$ cat config.mk
export PLATFORM = sky130hd
export DESIGN_NAME = avg_bcd_conv
export DESIGN_NICKNAME = d
export VERILOG_FILES = /design/src/rtl/avg_bcd_conv_pkg.sv /design/src/rtl/avg_bcd_conv_seg7_dec.sv /design/src/rtl/avg_bcd_conv.sv
export SDC_FILE = /design/constraint.sdc
export NUM_CORES = 1
export LEC_CHECK = 0
export CAP_MARGIN = 30
export CORE_AREA = 2 2 58 71
export CTS_CLUSTER_DIAMETER = 80
export DETAILED_ROUTE_END_ITERATION = 6
export DIE_AREA = 0 0 60 73
export PLACE_DENSITY_LB_ADDON = 0.12
export SYNTH_ARGS = -nofsm -noshare
export SYNTH_HDL_FRONTEND = slang
export SYNTH_SLANG_ARGS = --single-unit
$ cat constraint.sdc
create_clock -name clk -period 3.65 [get_ports clk]
set_input_delay 0.73 -clock clk [delete_from_list [all_inputs] [get_ports clk]]
set_output_delay 0.73 -clock clk [all_outputs]
set_load 0.01 [all_outputs]
$ cat src/rtl/avg_bcd_conv_pkg.sv
// Shared constants for the moving-average to BCD converter: FSM encoding,
// double-dabble threshold and active-low gfedcba seven-segment codes.
package avg_bcd_conv_pkg;

  typedef enum logic [1:0] {
    IDLE  = 2'd0,
    SHIFT = 2'd1,
    DONE  = 2'd2
  } state_t;

  localparam logic [3:0] ADD3_THRESH = 4'd5;

  localparam logic [6:0] SEG_0     = 7'b1000000;
  localparam logic [6:0] SEG_1     = 7'b1111001;
  localparam logic [6:0] SEG_2     = 7'b0100100;
  localparam logic [6:0] SEG_3     = 7'b0110000;
  localparam logic [6:0] SEG_4     = 7'b0011001;
  localparam logic [6:0] SEG_5     = 7'b0010010;
  localparam logic [6:0] SEG_6     = 7'b0000010;
  localparam logic [6:0] SEG_7     = 7'b1111000;
  localparam logic [6:0] SEG_8     = 7'b0000000;
  localparam logic [6:0] SEG_9     = 7'b0010000;
  localparam logic [6:0] SEG_BLANK = 7'b1111111;
  localparam logic [6:0] SEG_MINUS = 7'b0111111;

  // ceil(width * 0.302) + 1 nibbles, in integer arithmetic
  function automatic int scratch_nibbles(input int width);
    return (width * 302 + 999) / 1000 + 1;
  endfunction

endpackage

$ cat src/rtl/avg_bcd_conv_seg7_dec.sv
// Seven-segment decoder: one BCD digit to active-low gfedcba segments;
// codes above 9 are blanked.
module seg7_dec
  import avg_bcd_conv_pkg::*;
(
  input  logic [3:0] digit,
  output logic [6:0] seg
);

  always_comb begin
    seg = SEG_BLANK;
    case (digit)
      4'd0:    seg = SEG_0;
      4'd1:    seg = SEG_1;
      4'd2:    seg = SEG_2;
      4'd3:    seg = SEG_3;
      4'd4:    seg = SEG_4;
      4'd5:    seg = SEG_5;
      4'd6:    seg = SEG_6;
      4'd7:    seg = SEG_7;
      4'd8:    seg = SEG_8;
      4'd9:    seg = SEG_9;
      default: seg = SEG_BLANK;
    endcase
  end

endmodule

$ cat src/rtl/avg_bcd_conv.sv
// Signed moving-average to sign + three BCD digits via serial double dabble.
// Optional seven-segment outputs when AVG_BCD_SEG_DECODE_EN is defined.
//
//   state | meaning
//   IDLE  | waiting for avg_valid; capture sign and magnitude
//   SHIFT | one double-dabble step per cycle, WIDTH cycles
//   DONE  | one-cycle done pulse, digits freshly loaded
module avg_bcd_conv
  import avg_bcd_conv_pkg::*;
#(
  parameter int WIDTH = 8
)
(
  input  logic                    clk,
  input  logic                    rst,
  input  logic signed [WIDTH-1:0] avg_in,
  input  logic                    avg_valid,
  output logic                    busy,
  output logic                    done,
  output logic                    drop,
  output logic                    sign,
  output logic [3:0]              bcd_h,
  output logic [3:0]              bcd_t,
  output logic [3:0]              bcd_o
`ifdef AVG_BCD_SEG_DECODE_EN
  ,
  output logic [6:0]              hex_sgn,
  output logic [6:0]              hex_h,
  output logic [6:0]              hex_t,
  output logic [6:0]              hex_o
`endif
);

  localparam int NIB   = scratch_nibbles(WIDTH);
  localparam int SCR_W = 4 * NIB;
  localparam int CNT_W = (WIDTH > 1) ? $clog2(WIDTH) : 1;
  localparam logic [CNT_W-1:0] LAST_STEP = CNT_W'(WIDTH - 1);

  state_t             state, state_nxt;
  logic [WIDTH-1:0]   raw, mag_in, mag, mag_nxt;
  logic [SCR_W-1:0]   scr, scr_adj, scr_nxt;
  logic [CNT_W-1:0]   cnt;
  logic               sign_cap;
  logic               last_step;

  assign raw       = $unsigned(avg_in);
  // two's-complement negate as unsigned so -2^(WIDTH-1) maps to 2^(WIDTH-1)
  assign mag_in    = raw[WIDTH-1] ? (~raw + WIDTH'(1)) : raw;
  assign last_step = (cnt == LAST_STEP);

  always_comb begin
    scr_adj = scr;
    for (int i = 0; i < NIB; i++) begin
      if (scr[4*i +: 4] >= ADD3_THRESH)
        scr_adj[4*i +: 4] = scr[4*i +: 4] + 4'd3;
    end
    {scr_nxt, mag_nxt} = {scr_adj, mag} << 1;
  end

  always_ff @(posedge clk or negedge rst) begin
    if (!rst) state <= IDLE;
    else      state <= state_nxt;
  end

  always_comb begin
    state_nxt = state;
    case (state)
      IDLE:    if (avg_valid) state_nxt = SHIFT;
      SHIFT:   if (last_step) state_nxt = DONE;
      DONE:    state_nxt = IDLE;
      default: state_nxt = IDLE;
    endcase
  end

  always_comb begin
    busy = (state != IDLE);
    done = (state == DONE);
  end

  always_ff @(posedge clk or negedge rst) begin
    if (!rst) begin
      drop     <= 1'b0;
      sign     <= 1'b0;
      bcd_h    <= 4'd0;
      bcd_t    <= 4'd0;
      bcd_o    <= 4'd0;
      sign_cap <= 1'b0;
      mag      <= '0;
      scr      <= '0;
      cnt      <= '0;
    end else begin
      drop <= avg_valid && busy;
      case (state)
        IDLE: begin
          if (avg_valid) begin
            sign_cap <= raw[WIDTH-1];
            mag      <= mag_in;
            scr      <= '0;
            cnt      <= '0;
          end
        end
        SHIFT: begin
          scr <= scr_nxt;
          mag <= mag_nxt;
          cnt <= cnt + CNT_W'(1);
          // final step: publish the result as DONE is entered
          if (last_step) begin
            sign  <= sign_cap;
            bcd_h <= scr_nxt[11:8];
            bcd_t <= scr_nxt[7:4];
            bcd_o <= scr_nxt[3:0];
          end
        end
        default: ;
      endcase
    end
  end

`ifdef AVG_BCD_SEG_DECODE_EN
  logic [6:0] sgn_blank;

  seg7_dec u_dec_h (.digit(bcd_h), .seg(hex_h));
  seg7_dec u_dec_t (.digit(bcd_t), .seg(hex_t));
  seg7_dec u_dec_o (.digit(bcd_o), .seg(hex_o));
  // sign position: decoder supplies the blank pattern, minus overrides it
  seg7_dec u_dec_s (.digit(4'hF), .seg(sgn_blank));

  assign hex_sgn = sign ? SEG_MINUS : sgn_blank;
`endif

endmodule

### Yosys cells after proc, flatten, opt, wreduce, memory -nomap -nowiden

Index checks and enable logic that the tools add are counted.
W data, S select, Z words.

| word-level totals | value |
|---|---|
| bits in registers | 44 |
| input port bits | 11 |
| output and inout bits | 16 |

| cells by class | value |
|---|---|
| $add $sub $neg | 6 |
| magnitude comparators | 4 |
| equality and inequality tests | 5 |
| multiplexer cells | 14 |
| bitwise gates (word level) | 1 |
| reduce and logical (&&, ||, !) cells | 8 |

Operators with widths:

| kind | number |
|---|---|
| $pmux W16 S2 | 1 |
| $ge A4 B3 Y1 const B | 4 |
| $mux W16 | 1 |
| $mux W8 | 2 |
| $pmux W8 S2 | 1 |
| $add A4 B2 Y4 const B | 3 |
| $mux W4 | 3 |
| $add A8 B1 Y8 const B | 1 |
| $not A8 Y8 | 1 |
| $reduce_and A2 Y1 | 4 |
| $mux W3 | 2 |
| $pmux W3 S2 | 1 |
| $mux W2 | 2 |
| $ne A2 B2 Y1 const B | 2 |
| $pmux W2 S2 | 1 |
| $reduce_bool A2 Y1 | 2 |
| $add A3 B1 Y3 const B | 1 |
| $add A3 B2 Y3 const B | 1 |
| $eq A3 B3 Y1 const B | 1 |
| $eq A2 B1 Y1 const B | 1 |
| $eq A2 B2 Y1 const B | 1 |
| $logic_not A2 Y1 | 1 |
| $logic_and A1 B1 Y1 | 1 |

### Longest topological paths before layout

| depth | value |
|---|---|
| word-level depth | 5 |
| depth in mapped cells | 6 |
| gate-level depth less buffers | 6 |

### Worst setup path after synthesis

No wires, ideal clock.

| timing path | value |
|---|---|
| path kind | input port to flip-flop |
| from | input avg_in[0] |
| to | register mag[6] |
| setup time | 0.134 ns |
| arrival | 1.828 ns |
| setup slack | 1.688 ns |
| stages on the path | 6 |
| cells stage by stage | inv_1 -> ha_1 -> or3b_2 -> o31ai_1 -> xor2_1 -> o21ai_0 |

| between the ends | value |
|---|---|
| word-level cells in the longest chain between the ends | 5 |

RTL lines:

| what | RTL line | text |
|---|---|---|
| start: declaration | avg_bcd_conv.sv:16 | `input logic signed [WIDTH-1:0] avg_in,` |
| $not A8 Y8 | avg_bcd_conv.sv:48 | `assign mag_in = raw[WIDTH-1] ? (~raw + WIDTH'(1)) : raw;` |
| $add A8 B1 Y8 | avg_bcd_conv.sv:48 |  |
| $mux W8 | avg_bcd_conv.sv:48 |  |
| $mux W8 | avg_bcd_conv.sv:95 | `if (avg_valid) begin` |
| $pmux W8 S2 | avg_bcd_conv.sv:93 | `case (state)` |
| end signal: assignment | avg_bcd_conv.sv:97 | `mag <= mag_in;` |
| end signal: assignment | avg_bcd_conv.sv:104 | `mag <= mag_nxt;` |
| end: declaration | avg_bcd_conv.sv:40 | `logic [WIDTH-1:0] raw, mag_in, mag, mag_nxt;` |

No other way between the ends. The select of a mux whose other input is x is not followed.
A chain may end at the register's enable or synchronous reset.

### Final worst setup path

| timing path | value |
|---|---|
| from | register state[1] |
| to | output busy |

| between the ends | value |
|---|---|
| word-level cells in the longest chain between the ends | 1 |

RTL lines:

| what | RTL line | text |
|---|---|---|
| start: declaration | avg_bcd_conv.sv:39 | `state_t state, state_nxt;` |
| start signal: assignment | avg_bcd_conv.sv:62 | `else state <= state_nxt;` |
| $reduce_bool A2 Y1 | avg_bcd_conv.sv:76 | `busy = (state != IDLE);` |
| end: declaration | avg_bcd_conv.sv:18 | `output logic busy,` |

No other way between the ends.

==> results.json <==
{
  "ctsResizeCount": 0,
  "die_h_um": 73,
  "die_width_um": 60,
  "timing.final.crit_period_ps": 2320,
  "grt_pass1_vias": 1466,
  "power.density_nw_per_um2": 814,
  "cts_hold_buf": 0,
  "routed_wl_um": 3790,
  "n_antenna_cell": 0,
  "cts.sinks": 40,
  "ys_types": 32,
  "area_growth_pct": 18.7,
  "synth_edf_count": 0,
  "syn_inst": 200,
  "cp-end-kind": "output port",
  "hold_viol_final": 0,
  "total_power_uw": 1910,
  "worst_slack_ps": 1330,
  "start_util_pct": 52.3,
  "drc": 0,
  "final_max_slew_viol_count": 0,
  "async_reset_ff_share_pct": 100,
  "cp_data_required_time_ps": 2920,
  "netlist_area_um2": 1980,
  "synth-seq-cells": 40,
  "place_area_um2": 2250,
  "fill_cells": 343,
  "syn_area_per_cell_um2": 9.89,
  "ir_worst_vdd_uv": 328,
  "cts.path.max_buffers": 2,
  "rsz0062_at_grt": "no",
  "dp_slack_ps": 1120,
  "path_max_fanout": 11,
  "core_area_um2": 3780,
  "worstReg2RegEnd": "sign",
  "finalInstanceArea_um2": 2350,
  "min_from": "bcd_h[3]",
  "pin_count": 27,
  "slew_headroom_pct": 42.3,
  "worstMarginPinSlew_ps": 865,
  "cts.clk_slew.worst_paths_ps": 80,
  "clkLatencyLatePin_ps": 290,
  "globalplace.congestion": 0.766,
  "drive_gt1_share_pct": 8.89,
  "cts_tree": "built",
  "post_cts_buffers": 0,
  "ant_nets": 0,
  "hold_class": "reg2reg",
  "finalCritPeriodShare_pct": 63.5,
  "antenna_found_initial": 0,
  "drtIter0Drc": 71,
  "finish.net_count": 244,
  "finalClockSkew_ps": 7.33,
  "root_buffer": "clkbuf_8",
  "std_cell_rows": 25,
  "wl_per_cell_um": 13.6,
  "maxCapViolations": 0,
  "grt_pass1_wl_um": 6530,
  "viasPerCell": 5.33,
  "h-tree-depth": 2,
  "vias": 1487,
  "cts_made_buffers": 5,
  "r2r_setup_slack_ps": 1700,
  "critPathArrivalTime_ps": 1590,
  "path_class": "reg2out",
  "grt_use_total_pct": 19.9,
  "portBuffers": 26,
  "startpoint_type": "flip-flop",
  "p_leak_uw": 0.00105,
  "ys.flop_type": "dfrtp_1",
  "syn_nets": 220,
  "overflow": 0,
  "fin_setup_tns_ps": 0,
  "dp_hpwl_um": 2650,
  "min_path_cells": 2,
  "hold_path_end": "bcd_h[3]",
  "die_area_um2": 4380,
  "firstDrtPassIters": 4,
  "r2r_start": "state[0]",
  "ys_seq_area_share_pct": 50.6,
  "yosysWarningCount": 0,
  "setup_viol": 0,
  "fmax_mhz": 432,
  "whs_ps": 478,
  "r2r_cells": 4,
  "grt_max_degree": 41,
  "status": "completed"
}
## cells in the final DEF (no fill, tap or decap), drive strengths merged
| master | n |
|---|---|
| nor3b | 6 |
| or3b | 2 |
| a221o | 1 |
| or4 | 1 |
| a22oi | 5 |
| buf | 2 |
| inv | 10 |
| clkinv | 2 |
| nand2 | 27 |
| nand3 | 12 |
| mux2 | 6 |
| o31ai | 1 |
| mux2i | 1 |
| o31a | 1 |
| or2 | 2 |
| nor2 | 5 |
| a21oi | 7 |
| nand2b | 4 |
| ha | 9 |
| clkbuf | 6 |
| clkdlybuf4s50 | 25 |
| xnor2 | 5 |
| nor4 | 1 |
| a221oi | 1 |
| o21ai | 32 |
| a2bb2oi | 2 |
| dfrtp | 40 |
| xor2 | 3 |
| nor2b | 3 |
| and2 | 1 |
| o21bai | 1 |
| nor3 | 1 |
## stage by stage
step / util (%) / std cells
2_1_floorplan: - / 200
3_3_place_gp: 59.6 / 271
3_5_place_dp: 59.6 / 271
4_1_cts: 62.0 / 279
5_1_grt: 62.0 / 279
6_report: 62.0 / 279
## layout make-up
type	instances	area (µm²)	area share, %
Clock buffer	6	82.6	3.52
Clock inverter	2	10.0	0.426
Multi-Input combinational cell	140	886	37.7
Timing Repair Buffer	27	263	11.2
Sequential cell	40	1000	42.6
Inverter	10	37.5	1.60
Tap cell	54	67.6	2.88
## worst max-delay path: stages, from the launching register on
cell and delay, ps:
dfrtp_1 570, or2_4 200, clkdlybuf4s50_1 530
## report_power, final
| group | total (µW) | internal (µW) | switching (µW) |
|---|---|---|---|
| registers | 783 | 637 | 145 |
| logic | 829 | 409 | 420 |
| clock network | 300 | 151 | 149 |
| total | 1910 | 1200 | 714 |
## per-layer routing
metal  up-vias  part of all wire (%)  track usage (%)
li1        737                     -                -
met2        29                    51             34.4
met4         0                   2.0             8.15
met3         9                   4.3             4.96
met5         -                     0                0
met1       712                    43             22.9
## flip-flops by register name (all words and copies together), names as in the netlist
signal and cells:
bcd_h 4, bcd_o 4, bcd_t 4, cnt 3, drop 1, mag 8
scr 12, sign 1, sign_cap 1, state 2
## how the worst max path moves through the flow
stage                          from     end  slack [ps]  depth (start not counted)
after floorplan           avg_in[0]  mag[6]        1690                          6
final                      state[1]    busy        1330                          2
after detailed placement  avg_in[1]  mag[6]        1120                          7
after CTS                  state[1]    busy        1330                          2
after global placement    avg_in[0]  mag[6]        1190                          7
after global routing       state[1]    busy        1280                          2
## cell usage after synthesis, types with 3 or more instances
master | number | area share, %
nor2b_1 | 3 | 0.95
nor2_1 | 5 | 0.95
xnor2_1 | 5 | 2.2
a21oi_1 | 7 | 1.8
dfrtp_1 | 40 | 51
clkbuf_1 | 7 | 1.3
nand2b_1 | 4 | 1.3
a22oi_1 | 5 | 1.9
mux2_2 | 5 | 2.8
nor3b_1 | 6 | 2.3
nand3_1 | 12 | 3.0
ha_1 | 9 | 5.7
o21ai_0 | 32 | 8.1
nand2_1 | 27 | 5.1
xor2_1 | 3 | 1.3
inv_1 | 10 | 1.9
## cell families after synthesis
| logic type | count (synthesis) | synth area share (%) |
|---|---|---|
| DFF | 40 | 50.6 |
| buffers and inverters | 20 | 4.62 |
| xor gates and xnor gates | 8 | 3.54 |
| AOI/OAI and AO/OA | 51 | 14.8 |
| and+or+nand+nor | 65 | 16.6 |
| muxes | 7 | 4.11 |
| adders and majority gates | 9 | 5.69 |
No activity file was read; power rests on OpenSTA's default activity.
